--- src/rtl/flash_read_cache.sv ---
// rtl/flash_read_cache.sv - direct-mapped one-word-per-line read cache in front of the SPI flash reader
// Optional: FLASH_CACHE_STATS_EN adds hit_count/miss_count outputs.
module flash_read_cache #(
    parameter int ADDR_W  = 20,
    parameter int INDEX_W = 4
) (
    input  logic              clk,
    input  logic              reset,
    input  logic [ADDR_W-1:0] word_address,
    input  logic              rstrb,
    output logic [31:0]       rdata,
    output logic              rbusy,
    input  logic              inv,
    output logic [ADDR_W-1:0] flash_word_address,
    output logic              flash_rstrb,
    input  logic [31:0]       flash_rdata,
    input  logic              flash_rbusy
`ifdef FLASH_CACHE_STATS_EN
    ,
    output logic [31:0]       hit_count,
    output logic [31:0]       miss_count
`endif
);

    localparam int LINES = 1 << INDEX_W;
    localparam int TAG_W = ADDR_W - INDEX_W;

    typedef enum logic [1:0] {S_IDLE, S_REQ, S_WAIT, S_RESP} state_t;

    state_t              state_q, state_d;
    logic                first_wait_q;
    logic [31:0]         data_q [LINES];
    logic [TAG_W-1:0]    tag_q  [LINES];
    logic [LINES-1:0]    valid_q, valid_d;
    logic [ADDR_W-1:0]   addr_q;
    logic [31:0]         rdata_q;

    logic [INDEX_W-1:0]  req_idx;
    logic [TAG_W-1:0]    req_tag;
    logic [INDEX_W-1:0]  fill_idx;
    logic                accept;
    logic                lookup_hit;
    logic                fill;

    assign req_idx  = word_address[INDEX_W-1:0];
    assign req_tag  = word_address[ADDR_W-1:INDEX_W];
    assign fill_idx = addr_q[INDEX_W-1:0];
    assign accept   = (state_q == S_IDLE) && rstrb;
    // A simultaneous invalidate forces the access down the miss path.
    assign lookup_hit = valid_q[req_idx] && (tag_q[req_idx] == req_tag) && !inv;
    // The reader raises busy one cycle after its strobe, so the first WAIT cycle is blind.
    assign fill = (state_q == S_WAIT) && !first_wait_q && !flash_rbusy;

    always_ff @(posedge clk) begin
        if (reset) begin
            state_q <= S_IDLE;
        end else begin
            state_q <= state_d;
        end
    end

    always_comb begin
        state_d = state_q;
        case (state_q)
            S_IDLE:  if (accept && !lookup_hit) state_d = S_REQ;
            S_REQ:   state_d = S_WAIT;
            S_WAIT:  if (fill) state_d = S_RESP;
            S_RESP:  state_d = S_IDLE;
            default: state_d = S_IDLE;
        endcase
    end

    always_comb begin
        rbusy       = (state_q == S_REQ) || (state_q == S_WAIT);
        flash_rstrb = (state_q == S_REQ);
    end

    always_comb begin
        valid_d = valid_q;
        if (inv) valid_d = '0;
        if (fill) valid_d[fill_idx] = 1'b1;
    end

    always_ff @(posedge clk) begin
        if (reset) begin
            valid_q      <= '0;
            addr_q       <= '0;
            rdata_q      <= '0;
            first_wait_q <= 1'b0;
        end else begin
            valid_q      <= valid_d;
            first_wait_q <= (state_q == S_REQ);
            if (accept && !lookup_hit) addr_q <= word_address;
            if (accept && lookup_hit) begin
                rdata_q <= data_q[req_idx];
            end else if (fill) begin
                rdata_q <= flash_rdata;
            end
        end
    end

    // Line storage needs no reset; the valid bits gate every use.
    always_ff @(posedge clk) begin
        if (fill) begin
            data_q[fill_idx] <= flash_rdata;
            tag_q[fill_idx]  <= addr_q[ADDR_W-1:INDEX_W];
        end
    end

    assign rdata              = rdata_q;
    assign flash_word_address = addr_q;

`ifdef FLASH_CACHE_STATS_EN
    logic [31:0] hit_q, hit_d, miss_q, miss_d;

    always_comb begin
        hit_d  = inv ? 32'd0 : hit_q;
        miss_d = inv ? 32'd0 : miss_q;
        if (accept && lookup_hit)  hit_d  = hit_d + 32'd1;
        if (accept && !lookup_hit) miss_d = miss_d + 32'd1;
    end

    always_ff @(posedge clk) begin
        if (reset) begin
            hit_q  <= '0;
            miss_q <= '0;
        end else begin
            hit_q  <= hit_d;
            miss_q <= miss_d;
        end
    end

    assign hit_count  = hit_q;
    assign miss_count = miss_q;
`endif

endmodule

--- config.mk ---
export PLATFORM = sky130hd
export DESIGN_NAME = flash_read_cache
export DESIGN_NICKNAME = d
export VERILOG_FILES = /design/src/rtl/flash_read_cache.sv
export SDC_FILE = /design/constraint.sdc
export NUM_CORES = 1
export LEC_CHECK = 0
export CELL_PAD_IN_SITES_DETAIL_PLACEMENT = 0
export CELL_PAD_IN_SITES_GLOBAL_PLACEMENT = 1
export CORE_MARGIN = 1.5
export CORE_UTILIZATION = 58
export DETAILED_ROUTE_END_ITERATION = 7
export HOLD_SLACK_MARGIN = 0.12
export PLACE_DENSITY_LB_ADDON = 0.1
export SLEW_MARGIN = 10
export SYNTH_ARGS = -nofsm -noshare
export SYNTH_HDL_FRONTEND = slang
export SYNTH_SLANG_ARGS = --single-unit
--- constraint.sdc ---
create_clock -name clk -period 19.2 [get_ports clk]
set_clock_uncertainty 0.15 [all_clocks]
set_input_delay 3.84 -clock clk [delete_from_list [all_inputs] [get_ports clk]]
set_output_delay 3.84 -clock clk [all_outputs]
set_load 0.005 [all_outputs]
==> flow_summary.json, run 1 <==
{
  "start_kind": "input port",
  "synth_fa_ha_area_share_pct": 0.154,
  "max_cap_viol_count": 0,
  "netlist.top_cell.by_area": "edfxtp_1",
  "p_leak_nw": 11.7,
  "dieArea_um2": 57300,
  "yosysSeqAreaShare_pct": 75.5,
  "areaGrowthSynthToFinish_pct": 14.0,
  "cts_buffers": 83,
  "clock_latency_ns": 0.63,
  "dr.pass1.iters": 5,
  "synth_xor_area_share_pct": 0.459,
  "synth_top_family_by_area": "multiplexers",
  "hold_class": "flip-flop to flip-flop",
  "synthCells": 1526,
  "async_reset_ff_share_pct": 0,
  "vias": 15700,
  "port-buffer-count": 110,
  "status": "finished clean",
  "io_pins": 111,
  "cts_hold_buf": 0,
  "fin_nets": 1722,
  "synth_edf_count": 768,
  "clkTransAtPathRegs_ns": 0.06,
  "r2r_slack_ns": 15.23,
  "yosys-top-cells-area": "edfxtp_1 (71%), mux4_2 (16%), dfxtp_1 (4.4%)",
  "dieHeight_um": 239,
  "max_clock_freq_ghz": 0.122,
  "critPathArrivalTime_ns": 8.57,
  "setup_viol": 0,
  "ys_types": 46,
  "rr_startpoint": "state_q[0]",
  "grt_max_degree": 93,
  "max_slew.worst_pin.slew_ns": 1.15,
  "syn_area_per_cell_um2": 21.3,
  "grt_overflow": 0,
  "p_per_area_nw_per_um2": 106,
  "row_count": 86,
  "synthSimpleGateAreaFrac_pct": 3.27,
  "cp-end-kind": "flip-flop",
  "routed_wl_mm": 72.7,
  "fin_crit_sh_pct": 42.7,
  "cts-resized-gates": 0,
  "synthMuxAreaShare_pct": 17.5,
  "grt_pass1_wl_mm": 107,
  "crit_start": "word_address[0]",
  "cp_max_fo": 92,
  "synth-main-ff-cell": "edfxtp_1",
  "start_util_pct": 58.7,
  "dp_hpwl_mm": 34.8,
  "path_class": "input port to flip-flop",
  "synth_compound_area_share_pct": 1.69,
  "core_area_um2": 55200,
  "routedWlPerCell_um": 29.3,
  "htree_num_levels": 3,
  "cp.required_ns": 19.57,
  "hold_viol_final": 0,
  "reg2reg_to": "data_q[1][10]",
  "drt_iter0_drc": 1463,
  "grt_util_all_layers_pct": 26.3,
  "grt_setup_unrepaired": "false",
  "grt_pass1_vias": 16200,
  "synth.top_cell.area_share_pct": 71.1,
  "post_cts_buffers": 0,
  "synth_seq_cells": 839,
  "slew_headroom_pct": 23.2,
  "numClockSinks": 839,
  "synth_area_um2": 32400,
  "die_w_um": 239,
  "drc": 0,
  "total_power_mw": 3.92,
  "clk_path_buf_depth": 3,
  "r2r_cells": 7,
  "antenna_found_initial": 1,
  "cts_root_buffer": "clkbuf_16",
  "place_congestion": 0.720,
  "tns_ns": 0,
  "cts_tree": "built",
  "fin_crit_ns": 8.20,
  "crit_end": "rdata[1]",
  "drive_gt1_share_pct": 23.0,
  "antenna_left": 0,
  "ir_worst_vdd_uv": 83.8,
  "slew_viol_final": 0,
  "syn-num-nets": 1587,
  "yosys_warnings": 0,
  "vias_per_cell": 6.32
}
==> Yosys cell counts (2+ instances only) <==
cell	instances
xnor2_1	7
buf_1	5
a21o_1	7
a22oi_1	3
buf_4	9
nor2_1	28
o21ai_1	2
dfxtp_1	71
edfxtp_1	768
nand3_1	9
buf_6	4
or3_1	2
a21oi_1	15
nand2_1	74
nand3b_1	2
clkbuf_4	2
nor3_1	36
mux4_2	226
and2_1	2
nand2b_1	47
ha_1	4
mux2i_1	60
a311oi_1	32
nor2b_1	9
buf_2	26
xor2_1	10
clkbuf_1	41
inv_1	5
and3_1	2
o211a_1	2
==> sequential cells by signal, indices dropped and copies added, names as in the netlist <==
register and count:
data_q 512, tag_q 256, rdata 32, flash_word_address 20, valid_q 16, state_q 2, first_wait_q 1
==> layer usage <==
| metal | global-route usage, % | wire (um) | vias up |
|---|---|---|---|
| li1 | - | - | 6593 |
| met1 | 37.5 | 29900 | 8315 |
| met2 | 42.4 | 36200 | 657 |
| met3 | 4.05 | 4920 | 102 |
| met4 | 8.63 | 1630 | 0 |
| met5 | 0 | 0 | - |
==> kinds of logic after synthesis <==
| kind of cell | after synthesis |
|---|---|
| AOI/OAI and AO/OA | 71 |
| xor gates and xnor gates | 17 |
| adders and majority gates | 4 |
| buffers and inverters | 92 |
| DFF | 839 |
| muxes | 286 |
| and+or+nand+nor | 217 |
==> power breakdown <==
group	total [mW]	leakage [nW]	switching [mW]	internal (mW)
combinational	0.278	2.86	0.150	0.128
clock	1.54	1.28	0.661	0.878
sequential	2.10	7.53	0.0453	2.05
total	3.92	11.7	0.857	3.06
==> layout by cell type (no fill, tap or decap), types with 3 or more instances in the layout <==
cell	Yosys	layout
inv_1	5	5
nor2_4	0	12
buf_4	9	29
nand2_1	74	74
edfxtp_1	768	768
nand2b_1	47	47
nor2_1	28	16
xor2_1	10	10
clkbuf_16	0	85
nor3_2	0	4
dfxtp_1	71	71
clkdlybuf4s50_1	0	105
inv_6	0	3
nor3_1	36	32
ha_1	4	4
mux4_2	226	226
xnor2_1	7	7
a311oi_1	32	32
a22oi_1	3	3
a21oi_1	15	15
nor2b_1	9	9
nand3_1	9	7
clkbuf_8	0	10
mux2i_1	60	60
clkbuf_1	41	25
a21o_1	7	7
clkinv_1	0	15
clkinv_2	0	14
==> stage by stage <==
stage,hold slack (ns),area (um^2),util (%),setup slack [ns],instances
floorplan,0.305,32400,-,10.40,1526
CTS,0.343,37000,67.0,10.87,2479
global route,0.356,37000,67.0,10.48,2480
detailed placement,0.329,34400,62.3,10.23,2324
global placement,0.315,34400,62.3,10.31,2324
finish,0.345,37000,67.0,11.00,2480
==> critical path: stages <==
cell,delay [ns]
buf_8,0.73
buf_4,0.81
mux4_2,0.62
mux2i_1,0.16
mux2i_1,0.11
xor2_1,0.20
a2111oi_1,0.41
and2_1,0.36
nand3_2,0.52
buf_4,0.44
a311oi_1,0.28
==> how the worst min path moves through the flow <==
| stage | from | endpoint | slack (ns) | cells past startpoint |
|---|---|---|---|---|
| global route | rdata[8] | rdata[8] | 0.36 | 2 |
| detailed placement | valid_q[11] | valid_q[11] | 0.33 | 2 |
| CTS | valid_q[11] | valid_q[11] | 0.34 | 2 |
| floorplan | valid_q[12] | valid_q[12] | 0.31 | 2 |
| finish | valid_q[13] | valid_q[13] | 0.34 | 2 |
| global placement | valid_q[12] | valid_q[12] | 0.31 | 2 |
==> layout make-up <==
cell class / instances / area [um^2]
inverter: 5 / 18.8
sequential: 839 / 24500
antenna: 1 / 2.50
fill: 3518 / 18200
clock inverter: 36 / 245
multi-input combinational: 595 / 7630
tap: 748 / 936
clock buffer: 119 / 2340
timing repair buffer: 137 / 1310
Note: power is estimated with default switching activity, not from simulation.
==> run 2: changes to the inputs <==
CORE_UTILIZATION = 54   (was 58)
clock period = 8.4 ns   (was 19.2 ns; I/O delays follow)
==> run 2 against run 1 <==
  * The run now ends with DRC left
  * Final area rose by 0.64%
  * Die area is 7.3% higher
  * Non-clock buffer count grew 3
  * Final cell count up 1.3%
==> flow_summary.json, run 2 (synthesis results as in run 1) <==
{
  "max_slew.worst_pin.slew_ns": 1.15,
  "critPathArrivalTime_ns": 6.43,
  "fin_util_pct": 62.9,
  "cp_max_fo": 63,
  "slew_headroom_pct": 23.1,
  "routedWlPerCell_um": 29.1,
  "htree_num_levels": 3,
  "largest_reg_flops": 512,
  "power_switching_mw": 1.98,
  "areaGrowthSynthToFinish_pct": 14.7,
  "layout_common_cells": "edfxtp_1 (768), mux4_2 (226), clkdlybuf4s50_1 (105), clkbuf_16 (88), nand2_1 (74)",
  "path_class": "input port to flip-flop",
  "drt_iter0_drc": 1362,
  "cp-end-kind": "flip-flop",
  "layout_commonest_cell": "edfxtp_1",
  "drive_gt1_share_pct": 23.8,
  "grt_max_degree": 93,
  "cts_tree": "built",
  "largest-register": "data_q",
  "numClockSinks": 839,
  "timing.hold.ws_ns": 0.338,
  "clkTransAtPathRegs_ns": 0.06,
  "place_congestion": 0.744,
  "status": "finished, violations left",
  "total_power_mw": 9.13,
  "setup_ws_ns": 2.32,
  "row_count": 89,
  "dieArea_um2": 61500,
  "violations": "DRC",
  "switching_share_pct": 21.7,
  "drc": 8,
  "dr.pass1.iters": 7,
  "multi_input_area_um2": 7630,
  "fin_nets": 1728,
  "hold_viol_final": 0,
  "fin_crit_ns": 6.08,
  "cts-resized-gates": 0,
  "fin_crit_sh_pct": 72.4,
  "grt_pass1_vias": 16100,
  "p_clk_share_pct": 40.5,
  "grt_pass1_wl_mm": 107,
  "io_pins": 111,
  "clock_latency_ns": 0.63,
  "place_ws_ns": 1.65,
  "cts_root_buffer": "clkbuf_16",
  "final-seq-area_um2": 24500,
  "start_kind": "input port",
  "die_w_um": 248,
  "antenna_found_initial": 2,
  "clk_path_buf_depth": 3,
  "finalInstanceArea_um2": 37200,
  "dpl-instance-area_um2": 34400,
  "core_area_um2": 59100,
  "dieHeight_um": 248,
  "max_clock_freq_ghz": 0.164,
  "seqPwrFrac_pct": 52.5,
  "cp.required_ns": 8.75,
  "grt_overflow": 0,
  "p_per_area_nw_per_um2": 245,
  "setup_viol": 0,
  "antenna_left": 0,
  "hold_class": "flip-flop to flip-flop",
  "vias": 15600,
  "nFillCells": 4054,
  "vias_per_cell": 6.23,
  "comb_power_share_pct": 7.0,
  "slew_viol_final": 0,
  "port-buffer-count": 110,
  "cts_buffers": 86,
  "grt_util_all_layers_pct": 24.7,
  "grt_setup_unrepaired": "false",
  "stdcell_count": 2511,
  "cts_hold_buf": 0,
  "tns_ns": 0,
  "post_cts_buffers": 0,
  "dp_hpwl_mm": 35.7,
  "routed_wl_mm": 73.1,
  "ir_worst_vdd_uv": 176,
  "max_cap_viol_count": 0,
  "dp_cells": 2352,
  "start_util_pct": 54.8,
  "p_leak_nw": 11.8,
  "intPower_mw": 7.15
}
==> run 2: final cells by class <==
cell class	instances	area share, %
Clock buffer	122	6.61
Sequential cell	839	65.8
Clock inverter	36	0.804
Antenna cell	1	0.00673
Multi-Input combinational cell	595	20.5
Timing Repair Buffer	140	3.61
Tap cell	773	2.60
Inverter	5	0.0504
==> run 2: path summary, 6_finish.rpt <==
path | from | end | slack (ns) | cells past startpoint
max | word_address[0] | rdata[28] | 2.32 | 10
min | rdata[18] | rdata[18] | 0.34 | 2
max reg2reg | tag_q[15][3] | rdata[28] | 4.16 | 8
min reg2reg | rdata[18] | rdata[18] | 0.34 | 2
==> run 2: power groups by stage <==
stage	Clock (mW)	Combinational, mW	Sequential, mW
after CTS	3.76	0.646	4.79
final	3.70	0.636	4.79
after floorplan	0	0.362	4.84
after detailed placement	0	0.644	4.88
after global routing	3.93	0.684	4.81
after global placement	0	0.638	4.87
==> run 2: metal layers <==
| metal | up-vias | track usage [%] | share of wire (%) |
|---|---|---|---|
| li1 | 6601 | - | - |
| met1 | 8455 | 36.0 | 43 |
| met2 | 470 | 39.4 | 49 |
| met3 | 118 | 3.74 | 5.2 |
| met4 | 4 | 7.06 | 2.2 |
| met5 | - | 0 | 0.033 |
==> run 2: worst max-delay path, cell delays in order <==
cell,delay [ns]
buf_8,0.55
buf_4,0.69
mux4_2,0.58
mux2i_1,0.18
xnor2_1,0.11
a2111oi_2,0.29
a21oi_1,0.11
nor4_2,0.58
nand3_2,0.97
a311oi_1,0.57
==> run 3: changes to the inputs <==
clock period = 6.06 ns   (was 8.4 ns; I/O delays follow)
==> run 3 against run 2 <==
  * The flow still finishes with violations (DRC)
  * Global-route usage grew 0.11 points
  * Die area did not move
  * Total power is 44% higher
  * Final cell count grew 0.40%
  * Non-clock buffer count grew 9
  * Count of clock-buffer cells in the layout is 9 lower
==> flow_summary.json, run 3 (synthesis results as in run 1) <==
{
  "fin_crit_ns": 4.46,
  "largest-register": "data_q",
  "cp_cell_sequence": "buf_6 -> buf_4 -> mux4_2 -> mux2i_1 -> xor2_1 -> mux2i_1 -> nor4_1 -> and2_1 -> a21boi_4 -> mux2i_1",
  "cp.required_ns": 6.46,
  "port-buffer-count": 110,
  "cts-resized-gates": 0,
  "p_per_area_nw_per_um2": 348,
  "path_class": "input port to flip-flop",
  "crit_top_cell": "mux2i_1",
  "clkTransAtPathRegs_ns": 0.06,
  "hold_class": "flip-flop to flip-flop",
  "grt_overflow": 0,
  "vias_per_cell": 6.19,
  "p_leak_nw": 12.0,
  "routed_wl_mm": 73.4,
  "die_w_um": 248,
  "vias": 15600,
  "finalInstanceArea_um2": 37600,
  "dr.pass1.iters": 7,
  "hold_viol_final": 0,
  "critPathArrivalTime_ns": 4.86,
  "layout_common_cells": "edfxtp_1 (768), mux4_2 (226), clkdlybuf4s50_1 (105), clkbuf_16 (89), nand2_1 (74)",
  "violations": "DRC",
  "grt_max_degree": 93,
  "crit_family": "multiplexers",
  "grt_util_all_layers_pct": 24.8,
  "cp-end-kind": "flip-flop",
  "start_util_pct": 54.8,
  "total_power_mw": 13.1,
  "grt_setup_unrepaired": "false",
  "dp_hpwl_mm": 37.5,
  "dieHeight_um": 248,
  "crit_buf_inv": 2,
  "cts_hold_buf": 0,
  "dieArea_um2": 61500,
  "grt_pass1_wl_mm": 108,
  "place_congestion": 0.726,
  "slowest_stage": "a21boi_4",
  "htree_num_levels": 3,
  "critPathMaxStageDelay_ns": 0.90,
  "slew_headroom_pct": 25.3,
  "core_area_um2": 59100,
  "cts_root_buffer": "clkbuf_16",
  "start_kind": "input port",
  "post_cts_buffers": 0,
  "min_from": "valid_q[4]",
  "drive_gt1_share_pct": 24.7,
  "numClockSinks": 839,
  "max_clock_freq_ghz": 0.224,
  "row_count": 89,
  "antenna_left": 0,
  "largest_reg_flops": 512,
  "tns_ns": 0,
  "areaGrowthSynthToFinish_pct": 16.1,
  "setup_viol": 0,
  "cp_max_fo": 49,
  "clk_path_buf_depth": 3,
  "rr_startpoint": "tag_q[15][7]",
  "status": "finished, violations left",
  "fin_nets": 1736,
  "fin_crit_sh_pct": 73.7,
  "io_pins": 111,
  "max_slew.worst_pin.slew_ns": 1.12,
  "cts_tree": "built",
  "drc": 5,
  "routedWlPerCell_um": 29.1,
  "grt_pass1_vias": 16100,
  "max_cap_viol_count": 0,
  "clock_latency_ns": 0.62,
  "slew_viol_final": 0,
  "diodes": 0,
  "layout_commonest_cell": "edfxtp_1",
  "cts_buffers": 85,
  "drt_iter0_drc": 1311,
  "crit_start": "word_address[1]",
  "dpl-instance-area_um2": 34600,
  "ir_worst_vdd_uv": 268,
  "antenna_found_initial": 2,
  "r2r_slack_ns": 2.43,
  "timing.hold.ws_ns": 0.339
}
## run 3: stage by stage
step / setup slack [ns] / std cells / utilization, %
3_3_place_gp: 0.956 / 2361 / 58.5
5_1_grt: 1.35 / 2521 / 63.7
2_1_floorplan: 0.0700 / 1526 / -
3_5_place_dp: 0.889 / 2361 / 58.5
6_report: 1.60 / 2521 / 63.7
4_1_cts: 1.54 / 2521 / 63.7
## run 3: cell type report
| class | count | area [um^2] |
|---|---|---|
| Multi-Input combinational cell | 595 | 7640 |
| Timing Repair Buffer | 149 | 1510 |
| Fill cell | 3989 | 21500 |
| Sequential cell | 839 | 24500 |
| Clock inverter | 47 | 639 |
| Inverter | 5 | 18.8 |
| Tap cell | 773 | 967 |
| Clock buffer | 113 | 2390 |
## run 3: power breakdown
group | leakage (nW) | switching, mW | total, mW | internal (mW)
Sequential | 7.53 | 0.147 | 6.65 | 6.50
Combinational | 2.94 | 0.469 | 0.880 | 0.412
Clock | 1.48 | 2.17 | 5.58 | 3.42
## run 3: path summary, 6_finish.rpt
path                           end  depth (start not counted)
max reg2reg               rdata[0]                          8
max          flash_word_address[2]                         10
min                     valid_q[4]                          2
min reg2reg             valid_q[4]                          2
## run 3: tightest hold or removal path, delay by kind of cell (launching register included)
kind,cells,cell delay [ns]
AO/OA/AOI/OAI,1,0.06
AND/OR/NAND/NOR,1,0.07
flip-flops,1,0.32
## run 3: per-layer routing
metal | track usage, % | wire length (um) | vias to the layer above
met5 | 0 | 24 | -
met4 | 6.60 | 1590 | 4
met3 | 4.41 | 4090 | 117
met2 | 41.4 | 37200 | 495
met1 | 34.2 | 30600 | 8369
li1 | - | - | 6624
